<file path="src/rtl/irq_ctrl_pkg.sv">
// Shared constants, register offsets and FSM state type for the interrupt controller.
package irq_ctrl_pkg;

  localparam int unsigned BUS_W           = 19;
  localparam int unsigned REG_SEL_W       = 3;
  localparam int unsigned IRQ_ID_W        = 4;
  localparam int unsigned CLAIM_VALID_BIT = 18;

  localparam logic [REG_SEL_W-1:0] REG_PENDING = 3'd0;
  localparam logic [REG_SEL_W-1:0] REG_ENABLE  = 3'd1;
  localparam logic [REG_SEL_W-1:0] REG_CLAIM   = 3'd2;
  localparam logic [REG_SEL_W-1:0] REG_STATUS  = 3'd3;

  typedef enum logic [1:0] {
    ST_IDLE    = 2'd0,
    ST_ASSERT  = 2'd1,
    ST_SERVICE = 2'd2
  } state_e;

endpackage

</file>
<file path="src/rtl/irq_ctrl_if.sv">
// Peripheral bus bundle: single-cycle strobe, 19-bit address/data, combinational read data.
interface irq_ctrl_if;
  import irq_ctrl_pkg::*;

  logic             bus_valid;
  logic             bus_write;
  logic [BUS_W-1:0] bus_addr;
  logic [BUS_W-1:0] bus_wdata;
  logic [BUS_W-1:0] bus_rdata;

  modport master (
    output bus_valid, bus_write, bus_addr, bus_wdata,
    input  bus_rdata
  );

  modport slave (
    input  bus_valid, bus_write, bus_addr, bus_wdata,
    output bus_rdata
  );

endinterface

</file>
<file path="src/rtl/irq_prio_enc.sv">
// Fixed-priority encoder: lowest set index of the active vector wins.
module irq_prio_enc
  import irq_ctrl_pkg::*;
#(
  parameter int unsigned N_SRC = 8
) (
  input  logic [N_SRC-1:0]    i_act,
  output logic                o_any,
  output logic [IRQ_ID_W-1:0] o_id
);

  // Scan high to low so the lowest set index is the last assignment.
  always_comb begin
    o_any = 1'b0;
    o_id  = '0;
    for (int i = N_SRC - 1; i >= 0; i--) begin
      if (i_act[i]) begin
        o_any = 1'b1;
        o_id  = IRQ_ID_W'(i);
      end
    end
  end

endmodule

</file>
<file path="src/rtl/irq_ctrl.sv">
// Interrupt controller: sticky pending bits, enables, fixed priority, claim/complete FSM.
// Optional IRQ_CTRL_EDGE_DETECT_EN makes sources pend only on a 0->1 transition.
module irq_ctrl
  import irq_ctrl_pkg::*;
#(
  parameter int unsigned N_SRC = 8
) (
  input  logic             clk,
  input  logic             rst_n,
  irq_ctrl_if.slave        bus,
  input  logic [N_SRC-1:0] irq_src,
  output logic             cpu_irq
);

  logic [N_SRC-1:0]     r_pending;
  logic [N_SRC-1:0]     r_enable;
  logic [IRQ_ID_W-1:0]  r_cur_id;
  logic                 r_err;
  logic                 r_cpu_irq;
  state_e               r_state;
  state_e               w_state_nxt;

  logic [N_SRC-1:0]     w_act;
  logic [N_SRC-1:0]     w_evt;
  logic [N_SRC-1:0]     w_w1c;
  logic [N_SRC-1:0]     w_claim_clr;
  logic                 w_any;
  logic [IRQ_ID_W-1:0]  w_win_id;
  logic                 w_rd;
  logic                 w_wr;
  logic [REG_SEL_W-1:0] w_reg;
  logic                 w_claim_rd;
  logic                 w_claim_wr;
  logic                 w_id_match;
  logic                 w_claim_take;
  logic                 w_complete;
  logic                 w_err_set;
  logic                 w_in_service;
  logic                 w_unused;

  assign w_rd       = bus.bus_valid & ~bus.bus_write;
  assign w_wr       = bus.bus_valid &  bus.bus_write;
  assign w_reg      = bus.bus_addr[4:2];
  assign w_claim_rd = w_rd & (w_reg == REG_CLAIM);
  assign w_claim_wr = w_wr & (w_reg == REG_CLAIM);
  assign w_id_match = (bus.bus_wdata[IRQ_ID_W-1:0] == r_cur_id);
  assign w_unused   = ^{bus.bus_addr, bus.bus_wdata};

`ifdef IRQ_CTRL_EDGE_DETECT_EN
  logic [N_SRC-1:0] r_src_q;

  always_ff @(posedge clk or negedge rst_n) begin
    if (!rst_n) r_src_q <= '0;
    else        r_src_q <= irq_src;
  end

  assign w_evt = irq_src & ~r_src_q;
`else
  assign w_evt = irq_src;
`endif

  assign w_act = r_pending & r_enable;

  irq_prio_enc #(.N_SRC(N_SRC)) u_prio_enc (
    .i_act (w_act),
    .o_any (w_any),
    .o_id  (w_win_id)
  );

  // FSM state register; cpu_irq is registered off the next state.
  always_ff @(posedge clk or negedge rst_n) begin
    if (!rst_n) begin
      r_state   <= ST_IDLE;
      r_cpu_irq <= 1'b0;
    end else begin
      r_state   <= w_state_nxt;
      r_cpu_irq <= (w_state_nxt == ST_ASSERT);
    end
  end

  always_comb begin
    w_state_nxt = r_state;
    case (r_state)
      ST_IDLE:    if (w_any) w_state_nxt = ST_ASSERT;
      ST_ASSERT: begin
        if (w_claim_rd && w_any) w_state_nxt = ST_SERVICE;
        else if (!w_any)         w_state_nxt = ST_IDLE;
      end
      ST_SERVICE: if (w_claim_wr && w_id_match) w_state_nxt = ST_IDLE;
      default:    w_state_nxt = ST_IDLE;
    endcase
  end

  always_comb begin
    w_claim_take = 1'b0;
    w_complete   = 1'b0;
    w_err_set    = 1'b0;
    w_in_service = 1'b0;
    case (r_state)
      ST_ASSERT: begin
        w_claim_take = w_claim_rd & w_any;
        w_err_set    = w_claim_wr;
      end
      ST_SERVICE: begin
        w_in_service = 1'b1;
        w_complete   = w_claim_wr &  w_id_match;
        w_err_set    = w_claim_wr & ~w_id_match;
      end
      default:    w_err_set = w_claim_wr;
    endcase
  end

  assign w_w1c       = (w_wr && (w_reg == REG_PENDING)) ? bus.bus_wdata[N_SRC-1:0] : '0;
  assign w_claim_clr = w_claim_take ? (N_SRC'(1) << w_win_id) : '0;

  // New source events override a same-cycle W1C or claim clear.
  always_ff @(posedge clk or negedge rst_n) begin
    if (!rst_n) begin
      r_pending <= '0;
      r_enable  <= '0;
      r_cur_id  <= '0;
      r_err     <= 1'b0;
    end else begin
      r_pending <= (r_pending & ~(w_w1c | w_claim_clr)) | w_evt;
      if (w_wr && (w_reg == REG_ENABLE)) r_enable <= bus.bus_wdata[N_SRC-1:0];
      if (w_claim_take)                  r_cur_id <= w_win_id;
      if (w_err_set)                                             r_err <= 1'b1;
      else if (w_wr && (w_reg == REG_STATUS) && bus.bus_wdata[1]) r_err <= 1'b0;
    end
  end

  always_comb begin
    bus.bus_rdata = '0;
    if (w_rd) begin
      case (w_reg)
        REG_PENDING: bus.bus_rdata = BUS_W'(r_pending);
        REG_ENABLE:  bus.bus_rdata = BUS_W'(r_enable);
        REG_CLAIM:
          if (w_claim_take) bus.bus_rdata = (BUS_W'(1) << CLAIM_VALID_BIT) | BUS_W'(w_win_id);
        REG_STATUS:  bus.bus_rdata = BUS_W'({r_err, w_in_service});
        default:     bus.bus_rdata = '0;
      endcase
    end
  end

  assign cpu_irq = r_cpu_irq;

endmodule

</file>
<file path="src/flat_wrapper.sv">
// flat-port wrapper written by rule: the top's interface ports become plain ports
module irq_ctrl_flat import irq_ctrl_pkg::*;
#(
  parameter int unsigned N_SRC = 8
)
  (clk, rst_n, irq_src, cpu_irq, bus_bus_valid, bus_bus_write, bus_bus_addr, bus_bus_wdata, bus_bus_rdata);
  irq_ctrl_if bus_i ();
  input  logic clk;
  input  logic rst_n;
  input  logic [N_SRC-1:0] irq_src;
  output logic cpu_irq;
  input wire logic [$bits(bus_i.bus_valid)-1:0] bus_bus_valid;
  input wire logic [$bits(bus_i.bus_write)-1:0] bus_bus_write;
  input wire logic [$bits(bus_i.bus_addr)-1:0] bus_bus_addr;
  input wire logic [$bits(bus_i.bus_wdata)-1:0] bus_bus_wdata;
  output wire logic [$bits(bus_i.bus_rdata)-1:0] bus_bus_rdata;
  assign bus_i.bus_valid = bus_bus_valid;
  assign bus_i.bus_write = bus_bus_write;
  assign bus_i.bus_addr = bus_bus_addr;
  assign bus_i.bus_wdata = bus_bus_wdata;
  assign bus_bus_rdata = bus_i.bus_rdata;
  irq_ctrl #(.N_SRC(N_SRC)) u_core (.clk(clk), .rst_n(rst_n), .bus(bus_i), .irq_src(irq_src), .cpu_irq(cpu_irq));
endmodule
</file>
<file path="config.mk">
export PLATFORM = sky130hd
export DESIGN_NAME = irq_ctrl_flat
export DESIGN_NICKNAME = d
export VERILOG_FILES = /design/src/rtl/irq_ctrl_pkg.sv /design/src/rtl/irq_ctrl_if.sv /design/src/rtl/irq_prio_enc.sv /design/src/rtl/irq_ctrl.sv /design/src/flat_wrapper.sv
export SDC_FILE = /design/constraint.sdc
export NUM_CORES = 1
export LEC_CHECK = 0
export CAP_MARGIN = 40
export CORE_MARGIN = 2
export CORE_UTILIZATION = 42
export CTS_CLUSTER_DIAMETER = 30
export DETAILED_ROUTE_END_ITERATION = 16
export PLACE_DENSITY = 0.82
export SLEW_MARGIN = 20
export SYNTH_ARGS = -nofsm -noshare
export SYNTH_HDL_FRONTEND = slang
export SYNTH_SLANG_ARGS = --single-unit
</file>
<file path="constraint.sdc">
create_clock -name clk -period 6.4 [get_ports clk]
set_input_delay 1.92 -clock clk [delete_from_list [all_inputs] [get_ports clk]]
set_output_delay 1.92 -clock clk [all_outputs]
set_load 0.01 [all_outputs]
</file>
# Word level (Yosys, flattened, before mapping)
# Cells that the tools add are included.
# word_totals
register_bits,24
# classes
n_eq_ne,7
shift,1
n_mux,31
bitwise,13
n_reduce_logical,9
# op_table
cell,n
case mux 19 bit (4 select lines),1
two-way mux 19 bit,2
two-way mux 4 bit,7
bitwise AND 8 bit,2
two-way mux 8 bit,2
bitwise OR 8 bit,2
two-way mux 1 bit,13
two-way mux 2 bit,4
inverter 8 bit,1
"left shift 1 x 4 -> 8 bit, first input constant",1
bitwise AND 1 bit,6
"equality test 3 x 2 -> 1 bit, second input constant",2
logical AND 1 bit,6
case mux 2 bit (3 select lines),1
"equality test 2 x 1 -> 1 bit, second input constant",2
equality test 4 bit,1
"equality test 3 x 1 -> 1 bit, second input constant",1
logical NOT 3 bit,1
two-way mux 3 bit,1
"equality test 2 bit, second input constant",1
logical NOT 2 bit,1
inverter 1 bit,2
nonzero test 2 bit,1

# Depth between registers and ports, before layout
# Gate-level depths: netlist (run 1).
# logic_depth
word_depth,16
ltp_mapped,6
mapped_depth_nobuf,4

# Modules after synthesis
# A second synthesis (run 1) with hierarchy kept.
# unflattened
hier_cells,176
area_unflattened_um2,1662.8
# modules_own_cells
mod,instances,cells_per_inst,area_each_um2,seq_area_each_um2
irq_ctrl,1,161,1571.5,600.6
irq_prio_enc,1,15,91.3,0.0

# Least setup slack after synthesis (run 1)
# OpenSTA, ideal clock, no wires.
# synth_timing
path_kind,input -> output
start,in bus_bus_write
end,out bus_bus_rdata[1]
arrival_time_ns,2.922
slack_ns,1.558
path_stages,4
path_buffers,0
path_cell_list,or3b_4 nor2_4 o21ai_2 o21ai_0
# synth_between
elab_chain_cells,8
# synth_rtl
item,line_no,rtl
"start, declared",flat_wrapper.sv:13,input wire logic [$bits(bus_i.bus_write)-1:0] bus_bus_write;
inverter 1 bit (*),irq_ctrl.sv:41,assign w_rd = bus.bus_valid & ~bus.bus_write;
bitwise AND 1 bit (*),irq_ctrl.sv:41,
bitwise AND 1 bit,irq_ctrl.sv:44,assign w_claim_rd = w_rd & (w_reg == REG_CLAIM);
bitwise AND 1 bit,irq_ctrl.sv:101,w_claim_take = w_claim_rd & w_any;
two-way mux 1 bit,irq_ctrl.sv:99,case (r_state)
two-way mux 19 bit,irq_ctrl.sv:139,if (w_claim_take) bus.bus_rdata = (BUS_W'(1) << CLAIM_VALID_BIT) | BUS_W'(w_win_id);
case mux 19 bit (4 select lines),irq_ctrl.sv:135,case (w_reg)
two-way mux 19 bit (*),irq_ctrl.sv:134,if (w_rd) begin
"end, declared",flat_wrapper.sv:16,output wire logic [$bits(bus_i.bus_rdata)-1:0] bus_bus_rdata;
# Every way passes the cells marked *; elsewhere a longest branch is shown, timed or not.

# Worst setup path after layout (run 1)
# layout_timing
start,in bus_bus_addr[4]
end,out bus_bus_rdata[0]
# layout_between
elab_chain_cells,7
elab_cells_between_ends,10
cone_classes,3 x eq/ne; 4 x mux; 2 x bitwise; 1 x reduce/logical
# layout_rtl
item,line_no,rtl
"start, declared",flat_wrapper.sv:14,input wire logic [$bits(bus_i.bus_addr)-1:0] bus_bus_addr;
equality test 3 x 2 -> 1 bit,"irq_ctrl.sv:44, irq_ctrl.sv:135",
bitwise AND 1 bit,irq_ctrl.sv:44,
bitwise AND 1 bit,irq_ctrl.sv:101,
two-way mux 1 bit,irq_ctrl.sv:99,
two-way mux 19 bit,irq_ctrl.sv:139,
case mux 19 bit (4 select lines) (*),irq_ctrl.sv:135,
two-way mux 19 bit (*),irq_ctrl.sv:134,
# Marked as above.

==> flow_summary.json, run 1 <==
{
  "start_util": 0.435,
  "finClkSkew_ns": 0.000791,
  "rsz0062_at_grt": "no",
  "ir_drop_uv": 77.7,
  "synth-main-ff-cell": "dfrtp_1",
  "final_common_cell": "clkdlybuf4s50_1",
  "numCtsBuffers": 3,
  "grt_max_degree": 22,
  "netlist.area_leader.share": 0.397,
  "syn_to_final_growth_pct": 26.1,
  "drc": 0,
  "yosysWarnings": 0,
  "std_cell_rows": 21,
  "ys_ff_latch": 23,
  "syn_area_mm2": 0.00145,
  "period_minus_slack_ns": 5.94,
  "die_h_um": 62.8,
  "root_buffer": "clkbuf_4",
  "setup_tns_ns": 0,
  "cts_tree": "built",
  "p_seq_frac": 0.502,
  "path_max_fanout": 8,
  "clkSinkCount": 23,
  "gr-total-overflow": 0,
  "antenna_found_initial": 0,
  "ant_nets": 0,
  "synth_edf_count": 0,
  "power_mw": 0.388,
  "drt_iter0_drc": 45,
  "worstPathRequired_ns": 4.48,
  "syn_area_per_cell_um2": 9.73,
  "ioPinCount": 70,
  "tightest_slew_ns": 0.625,
  "die_area_mm2": 0.00394,
  "n_antenna_cell": 0,
  "ys_top_cells_by_area": "dfrtp_1, mux2_1, mux2i_1",
  "fillers": 311,
  "grt_first_pass_wirelength_um": 5620,
  "core-area_mm2": 0.00334,
  "combPwrFrac": 0.323,
  "yosys.area.top_type": "dfrtp_1",
  "power.switching_mw": 0.133,
  "clk_path_buf_depth": 2,
  "synthCells": 149,
  "synthDistinctLibCells": 43,
  "cp.arrival_ns": 4.02,
  "htreeDepth": 1,
  "dpl.hpwl_um": 2680,
  "finalSetupViolCount": 0,
  "grt_pass1_vias": 1243,
  "hold_viol": 0,
  "cp-start-kind": "primary input",
  "io_buffers": 32,
  "slew_viol_final": 0,
  "p_per_area_mw_per_mm2": 212,
  "slew_headroom": 0.583,
  "wl_per_cell_um": 14.5,
  "fmax_mhz": 168,
  "clk_pin_slew_ns": 0.13,
  "cts_resized": 0,
  "holdWs_ns": 0.509,
  "crit_type": "in2out",
  "via_count": 1284,
  "layout_common_cells": "clkdlybuf4s50_1, dfrtp_1, nor2_1, a21oi_1, conb_1",
  "die_w_um": 62.8,
  "worst_slack_ns": 0.464,
  "p_int_mw": 0.256,
  "first_pass_iters": 4,
  "ys_seq_area_frac": 0.397,
  "viasPerCell": 5.58,
  "layout-drive-gt1-share": 0.0707,
  "multi_input_area_um2": 807,
  "holdBufCountCts": 0,
  "dp_slack_ns": 0.471,
  "maxCapViolCount": 0,
  "nNetsFinal": 235,
  "postSynth.asyncResetShare": 1.00,
  "hp-class": "reg2reg",
  "seqCellArea_um2": 576,
  "status": "completed",
  "clockPowerShare": 0.175,
  "postCtsSetupBuffers": 0,
  "sw_frac_of_total": 0.341,
  "leakagePower_nw": 0.731,
  "finalNonFillerCells": 230,
  "place_inst": 226,
  "insertion_delay_ns": 0.31,
  "drt-total-wl_um": 3340,
  "track_usage": 0.178,
  "period_share": 0.927,
  "gp_congestion": 0.880,
  "end_kind": "output pin"
}
power by group through the flow:
stage	registers, mW	logic (mW)	clock network [mW]
finish	0.195	0.125	0.0678
global route	0.198	0.140	0.0755
CTS	0.194	0.126	0.0690
detailed placement	0.197	0.126	0
global placement	0.196	0.121	0
floorplan	0.192	0.0857	0
cell type report:
| type | instances | area share |
|---|---|---|
| clock buffer | 3 | 0.0123 |
| clock inverter | 1 | 0.00274 |
| inverter | 3 | 0.00616 |
| multi-input combinational | 119 | 0.441 |
| sequential | 23 | 0.315 |
| tap | 46 | 0.0315 |
| timing repair buffer | 35 | 0.192 |
path summary, 6_finish.rpt:
check,cells after the start,slack [ns],endpoint,start
max,6,0.46,bus_bus_rdata[0],bus_bus_addr[4]
min,1,0.51,u_core.cpu_irq,u_core.r_state[1]
max reg2reg,4,4.59,u_core.r_cur_id[0],u_core.r_pending[5]
min reg2reg,1,0.51,u_core.cpu_irq,u_core.r_state[1]
max in group asynchronous,2,4.00,u_core.r_pending[0],rst_n
min in group asynchronous,1,1.93,u_core.r_enable[5],rst_n
Yosys cell counts (all sizes together) (2+ instances only):
master and n:
o21ai 5, nor2b 2, nor2 15, a22oi 6, a31oi 4, mux2 9
a21o 3, or4 3, mux2i 9, a22o 2, nand3b 6, xor2 3
a311oi 2, a21oi 13, buf 13, inv 3, nor3b 2, nand2 9
dfrtp 23
flip-flops by register name, summed over array words and instances, names as in the netlist:
signal / count
u_core.r_enable: 8
u_core.r_pending: 8
u_core.r_cur_id: 3
u_core.r_state: 2
u_core.cpu_irq: 1
u_core.r_err: 1
stage by stage:
stage	util	instance area [um^2]
global route	0.548	1830
detailed placement	0.540	1800
CTS	0.548	1830
floorplan	-	1480
finish	0.548	1830
global placement	0.535	1790
kinds of logic (layout without fill, tap and decap cells):
kind of cell / after synthesis / count (layout) / share of synthesized area
AOI/OAI and AO/OA: 42 / 42 / 0.194
xor gates and xnor gates: 3 / 3 / 0.0181
buffers and inverters: 16 / 42 / 0.0699
DFF: 23 / 23 / 0.397
muxes: 18 / 18 / 0.132
other: 1 / 10 / 0.00259
and+or+nand+nor: 46 / 46 / 0.186
per-layer routing:
metal	vias to the layer above	GRT usage	part of all wire
met2	41	0.286	0.48
li1	610	-	-
met1	629	0.252	0.46
met4	0	0.0556	0.010
met3	4	0.0180	0.047
met5	-	0	0
critical path, stage by stage:
cell	delay, ns
clkdlybuf4s50_1	0.52
or3b_4	0.47
nor2_4	0.19
o21ai_2	0.14
o22ai_1	0.21
clkdlybuf4s50_1	0.57
Power figures use the tool's default switching activity.
==> run 2, diff against run 1 <==
--- a/config.mk
+++ b/config.mk
@@ -5,11 +5,13 @@
 export SDC_FILE = /design/constraint.sdc
 export NUM_CORES = 1
 export LEC_CHECK = 0
+export ABC_AREA = 1
 export CAP_MARGIN = 40
 export CORE_MARGIN = 2
 export CORE_UTILIZATION = 42
 export CTS_CLUSTER_DIAMETER = 30
 export DETAILED_ROUTE_END_ITERATION = 16
+export GPL_ROUTABILITY_DRIVEN = 0
 export PLACE_DENSITY = 0.82
 export SLEW_MARGIN = 20
 export SYNTH_ARGS = -nofsm -noshare
==> run 2 against run 1 <==
  * Sequential share of layout area hardly changed
  * Cell count is 20% higher
  * Via count is 4.5% higher
  * Sequential power is 5% lower
  * Clock power is 2% higher
  * Critical path type unchanged
==> flow_summary.json, run 2 <==
{
  "io_buffers": 32,
  "numCtsBuffers": 3,
  "syn_area_mm2": 0.00146,
  "postSynth.asyncResetShare": 1.00,
  "core-area_mm2": 0.00334,
  "gr-total-overflow": 0,
  "drt_iter0_drc": 79,
  "slew_viol_final": 0,
  "clkSinkCount": 23,
  "period_share": 0.920,
  "period_minus_slack_ns": 5.89,
  "dpl.hpwl_um": 2570,
  "ir_drop_uv": 103,
  "met3_length_um": 271,
  "finClkSkew_ns": 0.00352,
  "fmax_mhz": 170,
  "insertion_delay_ns": 0.32,
  "ant_nets": 0,
  "grt_pass1_vias": 1227,
  "hp-class": "reg2reg",
  "synth_most_common_cell": "nand2_1",
  "worstPathRequired_ns": 4.48,
  "track_usage": 0.176,
  "fillers": 332,
  "netlist.area_leader.share": 0.394,
  "ys_ff_latch": 23,
  "top_layer": "met4",
  "drc": 0,
  "layout-drive-gt1-share": 0.105,
  "layout_common_cells": "nand2_1, clkdlybuf4s50_1, inv_1, dfrtp_1, nand3_1",
  "p_per_area_mw_per_mm2": 207,
  "final_common_cell": "nand2_1",
  "clk_pin_slew_ns": 0.13,
  "die_h_um": 63.0,
  "cts_tree": "built",
  "setup_tns_ns": 0,
  "die_w_um": 63.0,
  "leakagePower_nw": 0.878,
  "finalSetupViolCount": 0,
  "holdWs_ns": 0.530,
  "synth_common_cells": "nand2_1, inv_1, dfrtp_1, nand3_1, a21oi_1",
  "first_pass_iters": 4,
  "cp-start-kind": "primary input",
  "cp.arrival_ns": 3.97,
  "syn_to_final_growth_pct": 25.2,
  "ioPinCount": 70,
  "grt_max_degree": 14,
  "ys_top_cells_by_area": "dfrtp_1, nand2_1, inv_1",
  "start_util": 0.438,
  "postCtsSetupBuffers": 0,
  "maxCapViolCount": 0,
  "crit_type": "in2out",
  "ys_seq_area_frac": 0.394,
  "path_max_fanout": 8,
  "htreeDepth": 1,
  "drt-total-wl_um": 3330,
  "holdBufCountCts": 0,
  "synth-main-ff-cell": "dfrtp_1",
  "n_antenna_cell": 0,
  "grt_first_pass_wirelength_um": 5520,
  "yosys.area.top_type": "dfrtp_1",
  "clk_path_buf_depth": 2,
  "cts_resized": 0,
  "wl_per_cell_um": 12.1,
  "rsz0062_at_grt": "no",
  "hold_viol": 0,
  "via_count": 1342,
  "std_cell_rows": 21,
  "wl_met2_um": 1540,
  "reg.largest.list": "u_core.r_enable (8), u_core.r_pending (8), u_core.r_cur_id (3)",
  "viasPerCell": 4.88,
  "end_kind": "output pin",
  "die_area_mm2": 0.00396,
  "status": "completed",
  "tightest_slew_ns": 0.594,
  "yosysWarnings": 0,
  "antenna_found_initial": 0,
  "root_buffer": "clkbuf_4",
  "nNetsFinal": 280,
  "slew_headroom": 0.602,
  "synthDistinctLibCells": 26,
  "wirelength_met1_um": 1450,
  "synthCells": 194,
  "syn_area_per_cell_um2": 7.53,
  "synth_edf_count": 0
}
## run 2: cell types whose count changed after synthesis, sizes merged, moves of 4 or more
| cell | previous run | this run |
|---|---|---|
| a21boi | 1 | 6 |
| a22oi | 6 | 0 |
| inv | 3 | 28 |
| mux2 | 9 | 5 |
| mux2i | 9 | 0 |
| nand2 | 9 | 53 |
| nand3 | 1 | 17 |
| nand3b | 6 | 0 |
| nand4 | 1 | 5 |
| o21ai | 5 | 10 |
## run 2: logic make-up (layout without fill, tap and decap cells)
kind of cell           count (synthesis)  in the layout  synth area share
AND/OR/NAND/NOR                       93             93             0.292
buffers and inverters                 40             66             0.135
AO/OA/AOI/OAI                         32             32             0.128
flip-flops                            23             23             0.394
multiplexers                           5              5            0.0488
other                                  1             10           0.00257
## run 2: routing by layer
layer / GRT usage / vias to the layer above
met2: 0.271 / 60
li1: - / 677
met1: 0.230 / 596
met3: 0.0432 / 9
met5: 0 / -
met4: 0.0833 / 0
## run 2: worst paths after layout
kind	cells past startpoint	slack [ns]	to	from
worst max-delay path	9	0.51	bus_bus_rdata[0]	bus_bus_addr[2]
worst min-delay path	2	0.53	u_core.r_enable[2]	u_core.r_enable[2]
worst max register to register	8	4.93	u_core.r_pending[5]	u_core.r_enable[0]
worst min register to register	2	0.53	u_core.r_enable[2]	u_core.r_enable[2]
max in group asynchronous	2	3.99	u_core.r_enable[4]	rst_n
min in group asynchronous	1	1.93	u_core.r_err	rst_n
## run 2: final cells by class
cell class,instances,area [um^2],area share
multi-input cells,140,722,0.395
flip-flops and latches,23,576,0.315
well taps,46,57.6,0.0315
clock buffers,3,22.5,0.0123
repair buffers,33,335,0.183
clock inverters,1,5.00,0.00274
inverters,29,110,0.0602
## run 2: through the flow
step | util | power (mW) | setup slack, ns | instances | instance area [um^2]
after CTS | 0.548 | 0.381 | 0.508 | 275 | 1830
after detailed placement | 0.540 | 0.312 | 0.513 | 271 | 1800
after global routing | 0.548 | 0.408 | 0.403 | 275 | 1830
after global placement | 0.535 | 0.308 | 0.491 | 270 | 1790
final | 0.548 | 0.379 | 0.510 | 275 | 1830
after floorplan | - | 0.274 | 1.65 | 203 | 1490
## run 2: report_power, final
part | internal (mW) | switching [mW] | total, mW
logic | 0.0524 | 0.0732 | 0.126
clock network | 0.0234 | 0.0455 | 0.0689
registers | 0.170 | 0.0145 | 0.185
total | 0.246 | 0.133 | 0.379
## run 2: worst max-delay path, cell delays in order
cell             delay, ns
clkdlybuf4s50_1       0.46
inv_2                 0.17
nand3_1               0.17
nor2_4                0.17
nand3_2               0.14
inv_2                 0.11
nand3_1               0.11
a21oi_1               0.16
clkdlybuf4s50_1       0.56
==> run 3, diff against run 2 <==
--- a/config.mk
+++ b/config.mk
@@ -6,7 +6,6 @@
 export NUM_CORES = 1
 export LEC_CHECK = 0
 export ABC_AREA = 1
-export CAP_MARGIN = 40
 export CORE_MARGIN = 2
 export CORE_UTILIZATION = 42
 export CTS_CLUSTER_DIAMETER = 30
==> run 3 against run 2 <==
  * Sequential cell count unchanged
  * Combinational power hardly changed
  * Sequential share of layout area rose by 0.35 points
  * Largest power group unchanged
  * Via count shrank 4.5%
  * Non-clock buffer count decreased by 1
  * Utilization decreased by 0.60 points
  * Critical endpoint unchanged
==> flow_summary.json, run 3 (synthesis gave the netlist of run 2 again) <==
{
  "n_antenna_cell": 0,
  "core-area_mm2": 0.00334,
  "reg2reg_setup_slack_ns": 4.96,
  "leakagePower_nw": 0.871,
  "ir_drop_uv": 110,
  "die_area_mm2": 0.00396,
  "wl_per_cell_um": 12.1,
  "path_cells": "clkdlybuf4s50_1 -> inv_2 -> nand3_1 -> nor2_4 -> nand3_2 -> inv_2 -> nand3_1 -> a21oi_1 -> clkdlybuf4s50_1",
  "period_minus_slack_ns": 5.92,
  "tightest_slew_ns": 0.577,
  "first_pass_iters": 4,
  "critPathCapture": "bus_bus_rdata[0]",
  "max_stage_delay_ns": 0.56,
  "period_share": 0.924,
  "end_kind": "output pin",
  "hold_viol": 0,
  "place_inst": 270,
  "crit_path_start": "bus_bus_addr[2]",
  "timing.rr.start": "u_core.r_enable[0]",
  "insertion_delay_ns": 0.31,
  "worst_path_max_delay_cell": "clkdlybuf4s50_1",
  "holdBufCountCts": 0,
  "p_per_area_mw_per_mm2": 208,
  "wirelength_met1_um": 1570,
  "io_buffers": 32,
  "start_util": 0.438,
  "finalSetupViolCount": 0,
  "via_count": 1281,
  "ioPinCount": 70,
  "worstPathRequired_ns": 4.48,
  "drt_iter0_drc": 90,
  "cts_tree": "built",
  "clkSinkCount": 23,
  "cp-start-kind": "primary input",
  "status": "completed",
  "drt-total-wl_um": 3310,
  "postCtsSetupBuffers": 0,
  "met3_length_um": 150,
  "cp.arrival_ns": 4.00,
  "clk_path_buf_depth": 2,
  "track_usage": 0.175,
  "setup_tns_ns": 0,
  "antenna_found_initial": 0,
  "r2r_end": "u_core.r_pending[5]",
  "wl_met2_um": 1550,
  "std_cell_rows": 21,
  "fmax_mhz": 169,
  "viasPerCell": 4.68,
  "grt_pass1_vias": 1260,
  "grt_first_pass_wirelength_um": 5440,
  "ant_nets": 0,
  "reg.largest.list": "u_core.r_enable (8), u_core.r_pending (8), u_core.r_cur_id (3)",
  "hp-class": "reg2reg",
  "clk_pin_slew_ns": 0.13,
  "finalNonFillerCells": 274,
  "dpl.hpwl_um": 2510,
  "die_h_um": 63.0,
  "path_max_fanout": 8,
  "maxCapViolCount": 0,
  "crit_type": "in2out",
  "finClkSkew_ns": 0.00499,
  "top_layer": "met4",
  "slew_headroom": 0.614,
  "rr_worst_depth": 8,
  "gr-total-overflow": 0,
  "final_common_cell": "nand2_1",
  "syn_to_final_growth_pct": 23.8,
  "rsz0062_at_grt": "no",
  "numCtsBuffers": 3,
  "final_core_util": 0.542,
  "layout-drive-gt1-share": 0.105,
  "drc": 0,
  "root_buffer": "clkbuf_4",
  "layout_common_cells": "nand2_1, clkdlybuf4s50_1, inv_1, dfrtp_1, nand3_1",
  "htreeDepth": 1,
  "cts_resized": 0,
  "grt_max_degree": 24,
  "nNetsFinal": 279,
  "slew_viol_final": 0,
  "die_w_um": 63.0
}
[run 3: worst min-delay path by stage]
stage,slack [ns],cells after the start,start,to
after floorplan,0.47,2,u_core.r_enable[3],u_core.r_enable[3]
after global placement,0.49,2,u_core.r_enable[2],u_core.r_enable[2]
after detailed placement,0.50,2,u_core.r_enable[2],u_core.r_enable[2]
after CTS,0.53,2,u_core.r_enable[2],u_core.r_enable[2]
after global routing,0.55,2,u_core.r_enable[2],u_core.r_enable[2]
final,0.53,2,u_core.r_enable[2],u_core.r_enable[2]
[run 3: power breakdown]
| part | leakage, nW | internal [mW] | switching [mW] |
|---|---|---|---|
| sequential | 0.249 | 0.170 | 0.0145 |
| combinational | 0.605 | 0.0512 | 0.0729 |
| clock | 0.0177 | 0.0234 | 0.0446 |
| total | 0.871 | 0.245 | 0.132 |
[run 3: worst max-delay path, delay by kind of cell]
| kind | cells | cell delay [ns] |
|---|---|---|
| buffers and inverters | 4 | 1.32 |
| AOI/OAI and AO/OA | 1 | 0.16 |
| and+or+nand+nor | 4 | 0.60 |
[run 3: layout make-up]
type                    count  area [um^2]
flip-flops and latches     23          576
fillers                   333         1530
inverters                  29          110
multi-input cells         140          722
well taps                  46         57.6
clock inverters             1         5.00
repair buffers             32          315
clock buffers               3         22.5
[run 3: per-layer routing]
metal | global-route usage | vias to the layer above
met4 | 0.0583 | 0
met1 | 0.226 | 570
li1 | - | 673
met3 | 0.0468 | 6
met2 | 0.283 | 32
met5 | 0 | -
[run 3: stage by stage]
step / area (um^2) / worst slack [ns] / power [mW] / hold WS [ns]
after floorplan: 1490 / 1.65 / 0.274 / 0.474
after global placement: 1790 / 0.491 / 0.308 / 0.493
after detailed placement: 1790 / 0.511 / 0.311 / 0.496
after CTS: 1810 / 0.508 / 0.380 / 0.528
after global routing: 1810 / 0.399 / 0.407 / 0.550
final: 1810 / 0.484 / 0.377 / 0.530
